===== src/rtl/bcd_pkg.sv =====
// Shared types and seven-segment patterns for the BCD scan driver.
// Segment order is {a,b,c,d,e,f,g}, active high, bit 6 = a.
package bcd_pkg;

    typedef logic [1:0] digit_idx_t;
    typedef logic [3:0] bcd_t;

    localparam logic [6:0] SEG_0     = 7'b1111110;
    localparam logic [6:0] SEG_1     = 7'b0110000;
    localparam logic [6:0] SEG_2     = 7'b1101101;
    localparam logic [6:0] SEG_3     = 7'b1111001;
    localparam logic [6:0] SEG_4     = 7'b0110011;
    localparam logic [6:0] SEG_5     = 7'b1011011;
    localparam logic [6:0] SEG_6     = 7'b1011111;
    localparam logic [6:0] SEG_7     = 7'b1110000;
    localparam logic [6:0] SEG_8     = 7'b1111111;
    localparam logic [6:0] SEG_9     = 7'b1111011;
    localparam logic [6:0] SEG_DASH  = 7'b0000001;
    localparam logic [6:0] SEG_BLANK = 7'b0000000;

endpackage


===== src/rtl/bcd_scan_driver_if.sv =====
// Digit input / segment output bundle of the BCD scan driver.
// The master drives digits/load; the slave (the driver) returns the display lines.
interface bcd_scan_driver_if;
    logic [15:0] digits;
    logic        load;
    logic [6:0]  seg;
    logic [3:0]  an;
    logic        frame_done;

    modport master (output digits, output load, input seg, input an, input frame_done);
    modport slave  (input digits, input load, output seg, output an, output frame_done);
endinterface


===== src/rtl/bcd_to_seg.sv =====
// Combinational BCD to seven-segment decoder; values 10..15 render as a dash.
module bcd_to_seg
    import bcd_pkg::*;
(
    input  bcd_t       digit_i,
    output logic [6:0] seg_o
);

    // Pure table lookup, no state.
    always_comb begin
        seg_o = SEG_DASH;
        case (digit_i)
            4'd0:    seg_o = SEG_0;
            4'd1:    seg_o = SEG_1;
            4'd2:    seg_o = SEG_2;
            4'd3:    seg_o = SEG_3;
            4'd4:    seg_o = SEG_4;
            4'd5:    seg_o = SEG_5;
            4'd6:    seg_o = SEG_6;
            4'd7:    seg_o = SEG_7;
            4'd8:    seg_o = SEG_8;
            4'd9:    seg_o = SEG_9;
            default: seg_o = SEG_DASH;
        endcase
    end

endmodule


===== src/rtl/bcd_scan_driver.sv =====
// Four-digit multiplexed seven-segment scan driver.
// Each digit is driven SCAN_DIV cycles; new digits are double-buffered and only
// take effect at the frame boundary (index wrapping 3->0) so a frame never mixes
// old and new values. Optional macro LEADING_ZERO_BLANK_EN blanks leading zeros
// on digits 3..1.
module bcd_scan_driver
    import bcd_pkg::*;
#(
    parameter int SCAN_DIV = 4
) (
    input  logic              clk,
    input  logic              reset,
    bcd_scan_driver_if.slave  bus
);

    localparam int            PW         = (SCAN_DIV > 1) ? $clog2(SCAN_DIV) : 1;
    localparam logic [PW-1:0] PRESC_LAST = PW'(SCAN_DIV - 1);

    logic [PW-1:0] presc_q, presc_d;
    digit_idx_t    idx_q, idx_d;
    logic [15:0]   shadow_q, shadow_d;
    logic [15:0]   pend_q, pend_d;
    logic          pend_flag_q, pend_flag_d;
    logic [6:0]    seg_q, seg_d;
    logic [3:0]    an_q, an_d;
    logic          fd_q, fd_d;

    logic          tc;
    logic          boundary;
    bcd_t          cur_digit;
    logic [6:0]    dec_seg;

    bcd_to_seg u_dec (
        .digit_i (cur_digit),
        .seg_o   (dec_seg)
    );

    // Scan counters and the pending/shadow double buffer.
    always_comb begin
        tc          = (presc_q == PRESC_LAST);
        boundary    = tc && (idx_q == 2'd3);
        presc_d     = tc ? '0 : presc_q + 1'b1;
        idx_d       = tc ? idx_q + 1'b1 : idx_q;
        shadow_d    = shadow_q;
        pend_d      = pend_q;
        pend_flag_d = pend_flag_q;
        if (boundary) begin
            // A load landing on the boundary bypasses the pending register.
            if (bus.load) begin
                shadow_d = bus.digits;
            end else if (pend_flag_q) begin
                shadow_d = pend_q;
            end
            pend_flag_d = 1'b0;
        end else if (bus.load) begin
            pend_d      = bus.digits;
            pend_flag_d = 1'b1;
        end
    end

    // Select the shadow digit for the current index and build the registered outputs.
    always_comb begin
        case (idx_q)
            2'd0:    cur_digit = shadow_q[3:0];
            2'd1:    cur_digit = shadow_q[7:4];
            2'd2:    cur_digit = shadow_q[11:8];
            default: cur_digit = shadow_q[15:12];
        endcase
`ifdef LEADING_ZERO_BLANK_EN
        // Blank when this digit and every higher one are zero; digit 0 always shows.
        case (idx_q)
            2'd3:    seg_d = (shadow_q[15:12] == 4'd0) ? SEG_BLANK : dec_seg;
            2'd2:    seg_d = (shadow_q[15:8]  == 8'd0) ? SEG_BLANK : dec_seg;
            2'd1:    seg_d = (shadow_q[15:4]  == 12'd0) ? SEG_BLANK : dec_seg;
            default: seg_d = dec_seg;
        endcase
`else
        seg_d = dec_seg;
`endif
        an_d = 4'b0001 << idx_q;
        fd_d = boundary;
    end

    // State and output registers; reset clears everything and ignores load.
    always_ff @(posedge clk) begin
        if (reset) begin
            presc_q     <= '0;
            idx_q       <= '0;
            shadow_q    <= '0;
            pend_q      <= '0;
            pend_flag_q <= 1'b0;
            seg_q       <= SEG_BLANK;
            an_q        <= '0;
            fd_q        <= 1'b0;
        end else begin
            presc_q     <= presc_d;
            idx_q       <= idx_d;
            shadow_q    <= shadow_d;
            pend_q      <= pend_d;
            pend_flag_q <= pend_flag_d;
            seg_q       <= seg_d;
            an_q        <= an_d;
            fd_q        <= fd_d;
        end
    end

    assign bus.seg        = seg_q;
    assign bus.an         = an_q;
    assign bus.frame_done = fd_q;

endmodule


===== src/flat_wrapper.sv =====
// flat-port wrapper written by rule: the top's interface ports become plain ports
module bcd_scan_driver_flat import bcd_pkg::*;
#(
    parameter int SCAN_DIV = 4
)
  (clk, reset, bus_digits, bus_load, bus_seg, bus_an, bus_frame_done);
  bcd_scan_driver_if bus_i ();
  input  logic clk;
  input  logic reset;
  input wire logic [$bits(bus_i.digits)-1:0] bus_digits;
  input wire logic [$bits(bus_i.load)-1:0] bus_load;
  output wire logic [$bits(bus_i.seg)-1:0] bus_seg;
  output wire logic [$bits(bus_i.an)-1:0] bus_an;
  output wire logic [$bits(bus_i.frame_done)-1:0] bus_frame_done;
  assign bus_i.digits = bus_digits;
  assign bus_i.load = bus_load;
  assign bus_seg = bus_i.seg;
  assign bus_an = bus_i.an;
  assign bus_frame_done = bus_i.frame_done;
  bcd_scan_driver #(.SCAN_DIV(SCAN_DIV)) u_core (.clk(clk), .reset(reset), .bus(bus_i));
endmodule

===== config.mk =====
export PLATFORM = sky130hd
export DESIGN_NAME = bcd_scan_driver_flat
export DESIGN_NICKNAME = d
export VERILOG_FILES = /design/src/rtl/bcd_pkg.sv /design/src/rtl/bcd_scan_driver_if.sv /design/src/rtl/bcd_to_seg.sv /design/src/rtl/bcd_scan_driver.sv /design/src/flat_wrapper.sv
export SDC_FILE = /design/constraint.sdc
export NUM_CORES = 1
export LEC_CHECK = 0
export ABC_CLOCK_PERIOD_IN_PS = 2800
export BUFFER_PORTS_ARGS = -buffer_cell sky130_fd_sc_hd__buf_4
export CAP_MARGIN = 20
export CORE_MARGIN = 2
export CORE_UTILIZATION = 57
export DETAILED_ROUTE_END_ITERATION = 12
export GPL_TIMING_DRIVEN = 1
export PLACE_DENSITY_LB_ADDON = 0.1
export SYNTH_ARGS = -nofsm -noshare
export SYNTH_HDL_FRONTEND = slang
export SYNTH_HIERARCHICAL = 1
export SYNTH_SLANG_ARGS = --single-unit

===== constraint.sdc =====
create_clock -name clk -period 2.8 [get_ports clk]
set_input_delay 0.56 -clock clk [delete_from_list [all_inputs] [get_ports clk]]
set_output_delay 0.56 -clock clk [all_outputs]
set_load 0.03 [all_outputs]

; Word-level counts from Yosys, hierarchy flattened
; Memories as Yosys holds them, arrays and structs flattened. A register that Yosys moved wholly into a read port is not among the register bits.
; Index checks and enable logic that the tools add are counted.
[classes]
bitwise_logic = 1
addsub = 2
multipliers = 0
div_mod_pow = 0
n_shift = 1
order_cmp = 0
n_mux = 3
n_reduce_logical = 7
n_eq_ne = 4
[ops]
columns = cell, count
row1 = $mux W16, 2
row2 = $pmux W4 S3, 1
row3 = $eq A2 B2 Y1 const B, 3
row4 = $add A2 B1 Y2 const B, 2
row5 = $reduce_and A2 Y1, 2
row6 = $reduce_or A2 Y1, 2
row7 = $shl A1 B2 Y4 const A, 1
row8 = $eq A2 B1 Y1 const B, 1
row9 = $logic_not A2 Y1, 1
row10 = $reduce_bool A2 Y1, 1
row11 = $logic_and A1 B1 Y1, 1
row12 = $not A1 Y1, 1
[word_totals]
romBits = 112
register_bits = 42
ramBits = 0
out_inout_bits = 12
mem_count = 1
latchBits = 0
[memory_table]
columns = memory, depth, width, read_ports, rd_ports_with_merged_regs, wr, line_no
row1 = (no name shown), 16, 7, 1, 1, 0, bcd_to_seg.sv:12  ; case (digit_i)

; Longest topological paths before layout
; Gate-level depths: netlist (run 1).
[depth]
word_depth = 4
mapped_depth = 9

; By module
; The synthesis (run 1) kept the hierarchy.
[modules_own_cells]
columns = mod, area_per_inst_um2, seq_area_each_um2, n_inst, cells_each
row1 = bcd_scan_driver, 2077.0, 980.9, 1, 203
row2 = bcd_to_seg, 247.7, 0.0, 1, 30

; Least setup slack after synthesis (run 1)
; No wires, ideal clock.
[synth_timing]
kind = reg-to-reg
startpoint = register u_core.idx_q[0]
endpoint = register u_core.seg_q[1], in the netlist u_core/bus.seg[1]
t_arrival_ps = 2086
period_less_slack_ps = 2214
setup_time_ps = 128
path_stages_with_launch = 9
setup_slack_ps = 586
cell_sequence = dfxtp_1 > ha_1 > clkbuf_1 > mux2i_1 > inv_1 > ha_1 > and2b_1 > o31a_1 > nor2b_1
[synth_between]
elab_chain_cells = 2
[synth_rtl]
columns = item, line_no
row1 = from (decl), bcd_scan_driver.sv:20  ; digit_idx_t idx_q, idx_d;
row2 = from (signal assigned), bcd_scan_driver.sv:97  ; idx_q <= idx_d;
row3 = "$eq A2 B2 Y1, or another cell as far along", bcd_scan_driver.sv:63  ; case (idx_q)
row4 = $pmux W4 S3 *, bcd_scan_driver.sv:63
row5 = net u_core.cur_digit[1], bcd_scan_driver.sv:30  ; bcd_t cur_digit;
row6 = to (decl), bcd_scan_driver.sv:24  ; logic [6:0] seg_q, seg_d;
; The timed path passes the listed nets; every way through them passes the cells marked *.
; A chain may end at the register's enable or synchronous reset.

; Worst setup path in the final report (run 1)
; Same ends and word-level chain as after synthesis.

==> impl_metrics.tcl, run 1 <==
set metrics [dict create \
    grt_antenna_before_repair 0 \
    rows 23 \
    grt_max_degree 50 \
    start_kind "flip-flop" \
    cp.required_ns 2.97 \
    clk_pin_slew_ns 0.08 \
    cp_max_fo 8 \
    cts_tree "done" \
    slew_viol_final 0 \
    cts.htree.levels 2 \
    grt_pass1_wl_mm 6.58 \
    synth_edf_count 0 \
    seq_area_frac_synth_pct 42.2 \
    hold-path-endpoint "u_core/presc_q[0]" \
    core_mm2 0.00397 \
    grtUsageTotal_pct 19.2 \
    ys_warn_count 6 \
    cp-end-kind "flip-flop" \
    io_pins 31 \
    reg2regPathDepth 9 \
    port_buffers 30 \
    first_pass_iters 4 \
    synthArstFlopShare_pct 0 \
    p_leak_nw 1.00 \
    vias 1607 \
    hp-class "reg -> reg" \
    ant_nets 0 \
    syn_area_mm2 0.00232 \
    worstPathArrival_ns 2.67 \
    fmax_mhz 399 \
    r2r_slack_ns 0.30 \
    setup_tns_ns 0 \
    die_x_um 67.9 \
    final-hold-violation-count 0 \
    hold_path.startpoint "u_core/presc_q[0]" \
    synthFlopType "dfxtp_1" \
    startpoint "u_core/idx_q[0]" \
    post-route-util_pct 64.8 \
    yosysTopAreaCell "dfxtp_1" \
    cts_buffers 5 \
    r2r-end "u_core/bus.seg[1]" \
    timing.rr.start "u_core/idx_q[0]" \
    cts.path.max_buffers 2 \
    placedInstanceArea_mm2 0.00249 \
    diodes 0 \
    setup_viol 0 \
    dp_slack_ns 0.353 \
    cts-resized-gates 0 \
    first_iter_violations 90 \
    nFillCells 340 \
    place.gp.congestion 0.754 \
    rsz0062_at_grt "false" \
    grt_pass1_vias 1440 \
    max_slew.worst_pin.slew_ns 0.804 \
    syn_inst 233 \
    initial_utilization_pct 58.5 \
    synth-seq-cells 49 \
    status "finished clean" \
    instances_no_fill 304 \
    peakVddDrop_v 0.000359 \
    synth.avg_cell_area_um2 9.98 \
    power.switching_mw 0.306 \
    place_hpwl_mm 2.69 \
    grt.overflow.total 0 \
    drc_errors 0 \
    stdcell_area_mm2 0.00257 \
    vias_per_cell 5.29 \
    pwr-share-seq_pct 57.3 \
    area_delta_synth_final_pct 10.7 \
    finalWorstSetupSlack_ns 0.296 \
    relSlewSlack_pct 44.9 \
    p_sw_share_pct 23.9 \
    period_needed_ns 2.50 \
    power.internal_mw 0.974 \
    hold_buffers 0 \
    whs_ns 0.430 \
    ctsRootBufferMaster "clkbuf_8" \
    total_power_mw 1.28 \
    max_cap_violations 0 \
    cts_sinks 49 \
    synthDistinctLibCells 33 \
    period_share_pct 89.4 \
    pwr_density_cell_mw_per_mm2 497 \
    crit_type "reg -> reg" \
    clkLatencyLatePin_ns 0.30 \
    syn_nets 264 \
    pwr-share-comb_pct 10.6 \
    post_cts_buffers 0 \
    fp.dieH_um 67.9 \
    synth.area.top_cells "dfxtp_1, mux2i_1, a211oi_2" \
    drive_gt1_share_pct 26.4 \
    dieArea_mm2 0.00460 \
    detail_route.wl_per_cell_um 13.4 \
    min_path_cells 1 \
    dp.cells 297 \
    pwr-share-clk_pct 32.1 \
    nNetsFinal 285 \
    synth_top_area_share_pct 42.2 \
    wl_mm 4.08 \
    finalClockSkew_ns 0.00678 \
]
[critical path, stage by stage (launching register included)]
cell,delay [ns]
dfxtp_1,0.39
inv_1,0.17
ha_1,0.26
a222oi_1,0.13
mux2i_1,0.51
inv_1,0.19
ha_1,0.24
and2b_1,0.15
o31a_1,0.22
nor2b_1,0.12
[synth_stat cells (2+ instances only)]
master,count
dfxtp_1,49
nand2_1,34
mux2i_1,21
nor2_1,21
a211oi_2,14
ha_1,12
a21oi_2,10
inv_1,10
nor2b_1,10
buf_6,7
a21oi_1,6
nor3_1,5
a222oi_1,4
a211oi_1,3
buf_4,3
clkbuf_1,3
a21o_1,2
buf_1,2
o21ai_0,2
o22ai_1,2
[flip-flops by register name, indices dropped and copies added (netlist names)]
register / cells
u_core/pend_q: 16
u_core/shadow_q: 16
u_core/bus.seg: 7
u_core/bus.an: 4
u_core/idx_q: 2
u_core/presc_q: 2
u_core/bus.frame_done: 1
u_core/pend_flag_q: 1
[layer usage]
| metal | track usage [%] | share of wire [%] |
|---|---|---|
| met1 | 23.9 | 48 |
| met2 | 32.0 | 46 |
| met3 | 5.43 | 4.3 |
| met4 | 6.75 | 1.7 |
| met5 | 0 | 0 |
[cells in the final DEF, fill, tap and decap left out, drive strengths merged, types with 2 or more instances in the layout]
master and count:
ha 12, a21o 2, a21oi 16, mux2i 21
nand2 34, buf 30, a222oi 4, clkbuf 7
nor3 5, inv 10, nor2b 10, o21ai 2
a211oi 17, dfxtp 49, o22ai 2, nor2 21
[final cells by class]
cell class	count	area [um^2]	share of cell area, %
multi-input cells	158	1180	45.9
flip-flops and latches	49	981	38.1
repair buffers	30	225	8.75
clock buffers	7	86.3	3.35
well taps	50	62.6	2.43
inverters	10	37.5	1.46
[power by group through the flow]
stage / Combinational, mW / Clock, mW / Sequential [mW]
2_1_floorplan: 0.0821 / 0 / 0.762
3_3_place_gp: 0.134 / 0 / 0.749
3_5_place_dp: 0.136 / 0 / 0.750
4_1_cts: 0.137 / 0.428 / 0.734
5_1_grt: 0.150 / 0.455 / 0.737
6_report: 0.136 / 0.411 / 0.734
[how the worst max path moves through the flow]
| stage | cells past startpoint | slack, ns | endpoint |
|---|---|---|---|
| after floorplan | 8 | 0.59 | u_core/bus.seg[1] |
| after global placement | 7 | 0.48 | u_core/bus.seg[1] |
| after detailed placement | 9 | 0.35 | u_core/bus.seg[1] |
| after CTS | 9 | 0.31 | u_core/bus.seg[1] |
| after global routing | 9 | 0.09 | u_core/bus.seg[1] |
| final | 9 | 0.30 | u_core/bus.seg[1] |
[cell families (layout without fill, tap and decap cells)]
logic type | after synthesis | count (layout) | synth area share, %
adder cells (fa/ha/maj) | 12 | 12 | 6.46
AND/OR/NAND/NOR | 74 | 74 | 13.9
flip-flops | 49 | 49 | 42.2
XOR/XNOR | 1 | 1 | 0.377
multiplexers | 22 | 22 | 9.53
AO/OA/AOI/OAI | 49 | 49 | 20.5
buffers and inverters | 26 | 47 | 7.00
Power figures use the tool's default switching activity.
==> run 2, diff against run 1 <==
--- a/config.mk
+++ b/config.mk
@@ -9,11 +9,10 @@
 export BUFFER_PORTS_ARGS = -buffer_cell sky130_fd_sc_hd__buf_4
 export CAP_MARGIN = 20
 export CORE_MARGIN = 2
-export CORE_UTILIZATION = 57
+export CORE_UTILIZATION = 56
 export DETAILED_ROUTE_END_ITERATION = 12
 export GPL_TIMING_DRIVEN = 1
 export PLACE_DENSITY_LB_ADDON = 0.1
 export SYNTH_ARGS = -nofsm -noshare
 export SYNTH_HDL_FRONTEND = slang
-export SYNTH_HIERARCHICAL = 1
 export SYNTH_SLANG_ARGS = --single-unit
==> impl_metrics.tcl, run 2 <==
set metrics [dict create \
    cts_buffers 5 \
    hp-class "reg -> reg" \
    synthDistinctLibCells 30 \
    clkLatencyLatePin_ns 0.30 \
    rsz0062_at_grt "false" \
    stdcell_area_mm2 0.00245 \
    rows 22 \
    period_needed_ns 2.27 \
    syn_nets 263 \
    crit_type "reg -> reg" \
    die_x_um 65.8 \
    nFillCells 325 \
    synth_top_area_share_pct 45.9 \
    timing.rr.start "u_core.idx_q[0]" \
    post-route-util_pct 67.0 \
    slew_viol_final 0 \
    hold_path.startpoint "u_core.presc_q[0]" \
    synth.area.top_cells "dfxtp_1, mux2i_1, ha_1" \
    status "finished clean" \
    dp_slack_ns 0.552 \
    wl_mm 4.03 \
    cp_max_fo 7 \
    first_pass_iters 4 \
    fp.dieH_um 65.8 \
    placedInstanceArea_mm2 0.00237 \
    vias 1625 \
    cp.required_ns 2.96 \
    cts_sinks 49 \
    post_cts_buffers 0 \
    period_share_pct 81.1 \
    detail_route.wl_per_cell_um 13.2 \
    cts.path.max_buffers 2 \
    max_cap_violations 0 \
    cp-end-kind "flip-flop" \
    core_mm2 0.00366 \
    pwr_density_cell_mw_per_mm2 510 \
    finalWorstSetupSlack_ns 0.529 \
    initial_utilization_pct 58.4 \
    p_leak_nw 1.05 \
    nNetsFinal 287 \
    min_path_cells 1 \
    vias_per_cell 5.33 \
    finalClockSkew_ns 0.00446 \
    dieArea_mm2 0.00433 \
    seq_area_frac_synth_pct 45.9 \
    whs_ns 0.434 \
    ant_nets 0 \
    grt_max_degree 49 \
    drive_gt1_share_pct 16.7 \
    first_iter_violations 71 \
    worstPathArrival_ns 2.44 \
    syn_area_mm2 0.00214 \
    final-hold-violation-count 0 \
    syn_inst 232 \
    ys_warn_count 0 \
    ctsRootBufferMaster "clkbuf_8" \
    synth-seq-cells 49 \
    relSlewSlack_pct 58.0 \
    synth.avg_cell_area_um2 9.22 \
    io_pins 31 \
    setup_tns_ns 0 \
    hold-path-endpoint "u_core.presc_q[0]" \
    area_delta_synth_final_pct 14.6 \
    cts_tree "done" \
    hold_buffers 0 \
    place_hpwl_mm 2.78 \
    yosysMostFrequentCell "dfxtp_1" \
    grt.overflow.total 0 \
    place.gp.congestion 0.759 \
    yosysTopAreaCell "dfxtp_1" \
    synthFlopType "dfxtp_1" \
    synthArstFlopShare_pct 0 \
    drc_errors 0 \
    grt_pass1_vias 1513 \
    layout_common_cells "dfxtp_1, nand2_1, buf_4" \
    synth_common_cells "dfxtp_1, nand2_1, a21oi_1, mux2i_1, nor2_1" \
    r2r_slack_ns 0.53 \
    start_kind "flip-flop" \
    clk_pin_slew_ns 0.08 \
    cts-resized-gates 0 \
    max_slew.worst_pin.slew_ns 0.628 \
    grtUsageTotal_pct 21.1 \
    port_buffers 30 \
    peakVddDrop_v 0.000437 \
    setup_viol 0 \
    r2r-end "u_core.bus.seg[2]" \
    diodes 0 \
    cts.htree.levels 2 \
    fmax_mhz 440 \
    synth_edf_count 0 \
    reg2regPathDepth 9 \
    grt_antenna_before_repair 0 \
    mostFrequentLayoutCell "dfxtp_1" \
    grt_pass1_wl_mm 6.93 \
]
run 2: cell types whose count changed in the layout (fill, tap and decap cells not counted), sizes merged, moves of 2 or more:
| cell | before | now |
|---|---|---|
| a222oi | 4 | 2 |
| a22o | 0 | 2 |
| a21o | 2 | 5 |
| mux2 | 1 | 3 |
| a21oi | 16 | 23 |
| o22ai | 2 | 0 |
| nand3 | 0 | 2 |
| nor2b | 10 | 1 |
run 2: through the flow:
stage / total power, mW / instances
finish: 1.25 / 305
global route: 1.30 / 305
CTS: 1.26 / 305
detailed placement: 0.873 / 297
global placement: 0.871 / 297
floorplan: 0.828 / 232
run 2: worst max-delay path by stage:
stage / from / to / slack [ns] / cells after the start
6_report: u_core.idx_q[0] / u_core.bus.seg[2] / 0.53 / 9
5_1_grt: u_core.idx_q[0] / u_core.bus.seg[2] / 0.42 / 9
4_1_cts: u_core.idx_q[0] / u_core.bus.seg[2] / 0.54 / 9
3_5_place_dp: u_core.idx_q[0] / u_core.bus.seg[2] / 0.55 / 9
3_3_place_gp: u_core.idx_q[0] / u_core.bus.seg[2] / 0.60 / 9
2_1_floorplan: u_core.idx_q[0] / u_core.bus.seg[2] / 0.71 / 9
run 2: power by group:
part           total (mW)  internal [mW]  switching [mW]
Combinational       0.123         0.0535          0.0697
Sequential          0.733          0.722          0.0113
Clock               0.393          0.178           0.215
run 2: worst max-delay path: stages, from the launching register on:
cell and delay (ns):
dfxtp_1 0.46, inv_1 0.13, ha_1 0.25, a222oi_1 0.34, mux2_4 0.27, inv_4 0.06
ha_1 0.19, a211o_1 0.26, o211ai_1 0.09, a21oi_1 0.08
run 2: cells by family after synthesis:
| family | share of synthesized area (%) |
|---|---|
| adder cells (fa/ha/maj) | 7.02 |
| AND/OR/NAND/NOR | 14.0 |
| buffers and inverters | 4.68 |
| flip-flops | 45.9 |
| AO/OA/AOI/OAI | 16.4 |
| multiplexers | 11.6 |
| XOR/XNOR | 0.410 |
run 2: cell type report:
class	instances	area [um^2]	share of cell area, %
Clock buffer	8	80.1	3.27
Multi-Input combinational cell	159	1060	43.1
Timing Repair Buffer	31	233	9.49
Inverter	10	40.0	1.63
Tap cell	48	60.1	2.45
Sequential cell	49	981	40.0
run 2: routing by layer:
layer / global-route usage, % / share of wire (%)
met2: 34.1 / 46
met3: 5.79 / 4.1
met1: 26.7 / 49
met4: 7.81 / 1.5
met5: 0 / 0
==> run 3, diff against run 2 <==
--- a/config.mk
+++ b/config.mk
@@ -5,7 +5,7 @@
 export SDC_FILE = /design/constraint.sdc
 export NUM_CORES = 1
 export LEC_CHECK = 0
-export ABC_CLOCK_PERIOD_IN_PS = 2800
+export ABC_CLOCK_PERIOD_IN_PS = 2300
 export BUFFER_PORTS_ARGS = -buffer_cell sky130_fd_sc_hd__buf_4
 export CAP_MARGIN = 20
 export CORE_MARGIN = 2
==> constraint.sdc (replaced) <==
create_clock -name clk -period 2.3 [get_ports clk]
set_input_delay 0.46 -clock clk [delete_from_list [all_inputs] [get_ports clk]]
set_output_delay 0.46 -clock clk [all_outputs]
set_load 0.03 [all_outputs]
==> impl_metrics.tcl, run 3 (synthesis results as in run 2) <==
set metrics [dict create \
    status "finished clean" \
    cts_sinks 49 \
    layout_common_cells "dfxtp_1, nand2_1, buf_4" \
    place_hpwl_mm 2.85 \
    grt_max_degree 49 \
    peakVddDrop_v 0.000504 \
    wl_met3_um 201 \
    nNetsFinal 290 \
    wl_met1_mm 1.91 \
    diodes 0 \
    cp-end-kind "flip-flop" \
    worstPathArrival_ns 2.28 \
    place.gp.congestion 0.800 \
    grt_antenna_before_repair 0 \
    finalClockSkew_ns 0.00569 \
    pwr-share-comb_pct 10.2 \
    period_share_pct 91.8 \
    core_mm2 0.00366 \
    cts.path.max_buffers 2 \
    hp-class "in -> reg" \
    ctsRootBufferMaster "clkbuf_8" \
    detail_route.wl_per_cell_um 13.4 \
    highest_layer "met4" \
    fp.dieH_um 65.8 \
    cts_tree "done" \
    clk_pin_slew_ns 0.09 \
    cts-resized-gates 0 \
    grt_pass1_vias 1641 \
    slew_viol_final 0 \
    initial_utilization_pct 58.4 \
    cts.htree.levels 2 \
    power.internal_mw 1.16 \
    setup_tns_ns 0 \
    area_delta_synth_final_pct 16.0 \
    first_iter_violations 77 \
    fmax_mhz 474 \
    hold_buffers 0 \
    drc_errors 0 \
    p_sw_share_pct 24.7 \
    cp.required_ns 2.47 \
    relSlewSlack_pct 60.5 \
    pwr-share-clk_pct 31.9 \
    ant_nets 0 \
    crit_type "reg -> reg" \
    dieArea_mm2 0.00433 \
    pwr-share-seq_pct 57.9 \
    grt_pass1_wl_mm 7.23 \
    rows 22 \
    post_cts_buffers 0 \
    first_pass_iters 5 \
    setup_viol 0 \
    wl_met2_mm 1.97 \
    cts_buffers 5 \
    die_x_um 65.8 \
    mostFrequentLayoutCell "dfxtp_1" \
    drive_gt1_share_pct 18.8 \
    grt.overflow.total 0 \
    p_leak_nw 1.07 \
    power.switching_mw 0.379 \
    period_needed_ns 2.11 \
    total_power_mw 1.54 \
    io_pins 31 \
    clkLatencyLatePin_ns 0.30 \
    nFillCells 317 \
    post-route-util_pct 67.7 \
    whs_ns 0.406 \
    start_kind "flip-flop" \
    max_cap_violations 0 \
    vias_per_cell 5.30 \
    vias 1633 \
    port_buffers 30 \
    rsz0062_at_grt "false" \
    grtUsageTotal_pct 22.2 \
    cp_max_fo 7 \
    pwr_density_cell_mw_per_mm2 620 \
    final-hold-violation-count 0 \
    max_slew.worst_pin.slew_ns 0.591 \
    wl_mm 4.14 \
]
[run 3: path summary, 6_finish.rpt]
kind	startpoint	end	slack (ns)	depth (start not counted)
worst max-delay path	u_core.idx_q[0]	u_core.bus.seg[2]	0.19	9
worst min-delay path	bus_digits[4]	u_core.pend_q[4]	0.41	3
worst max register to register	u_core.idx_q[0]	u_core.bus.seg[2]	0.19	9
worst min register to register	u_core.presc_q[0]	u_core.presc_q[0]	0.44	1
[run 3: worst max-delay path: stages, from the launching register on]
cell and delay [ns]:
dfxtp_1 0.32, buf_4 0.15, ha_1 0.24, a222oi_1 0.31
mux2_4 0.28, inv_4 0.06, ha_1 0.19, a211o_1 0.27
o211ai_1 0.08, a21oi_1 0.08
[run 3: stage by stage]
| step | cells | setup WS (ns) | cell area [um^2] |
|---|---|---|---|
| after global routing | 308 | 0.0264 | 2480 |
| after CTS | 308 | 0.201 | 2480 |
| after detailed placement | 300 | 0.225 | 2390 |
| after global placement | 300 | 0.281 | 2390 |
| final | 308 | 0.189 | 2480 |
| after floorplan | 232 | 0.212 | 2140 |
[run 3: routing by layer]
metal / vias up / track usage, %
li1: 852 / -
met1: 737 / 25.4
met2: 39 / 39.0
met3: 5 / 5.79
met4: 0 / 9.38
met5: - / 0
[run 3: area by class of cell]
class	instances	area (um^2)	area share, %
timing repair buffer	34	255	10.3
tap	48	60.1	2.42
inverter	10	40.0	1.61
sequential	49	981	39.6
clock buffer	5	68.8	2.77
clock inverter	3	17.5	0.706
multi-input combinational	159	1060	42.6
[run 3: power by group through the flow]
stage                     sequential, mW  combinational, mW  clock (mW)
after floorplan                    0.927             0.0811           0
after CTS                          0.890              0.159       0.504
after detailed placement           0.910              0.159           0
after global placement             0.909              0.156           0
final                              0.890              0.157       0.490
after global routing               0.894              0.176       0.531
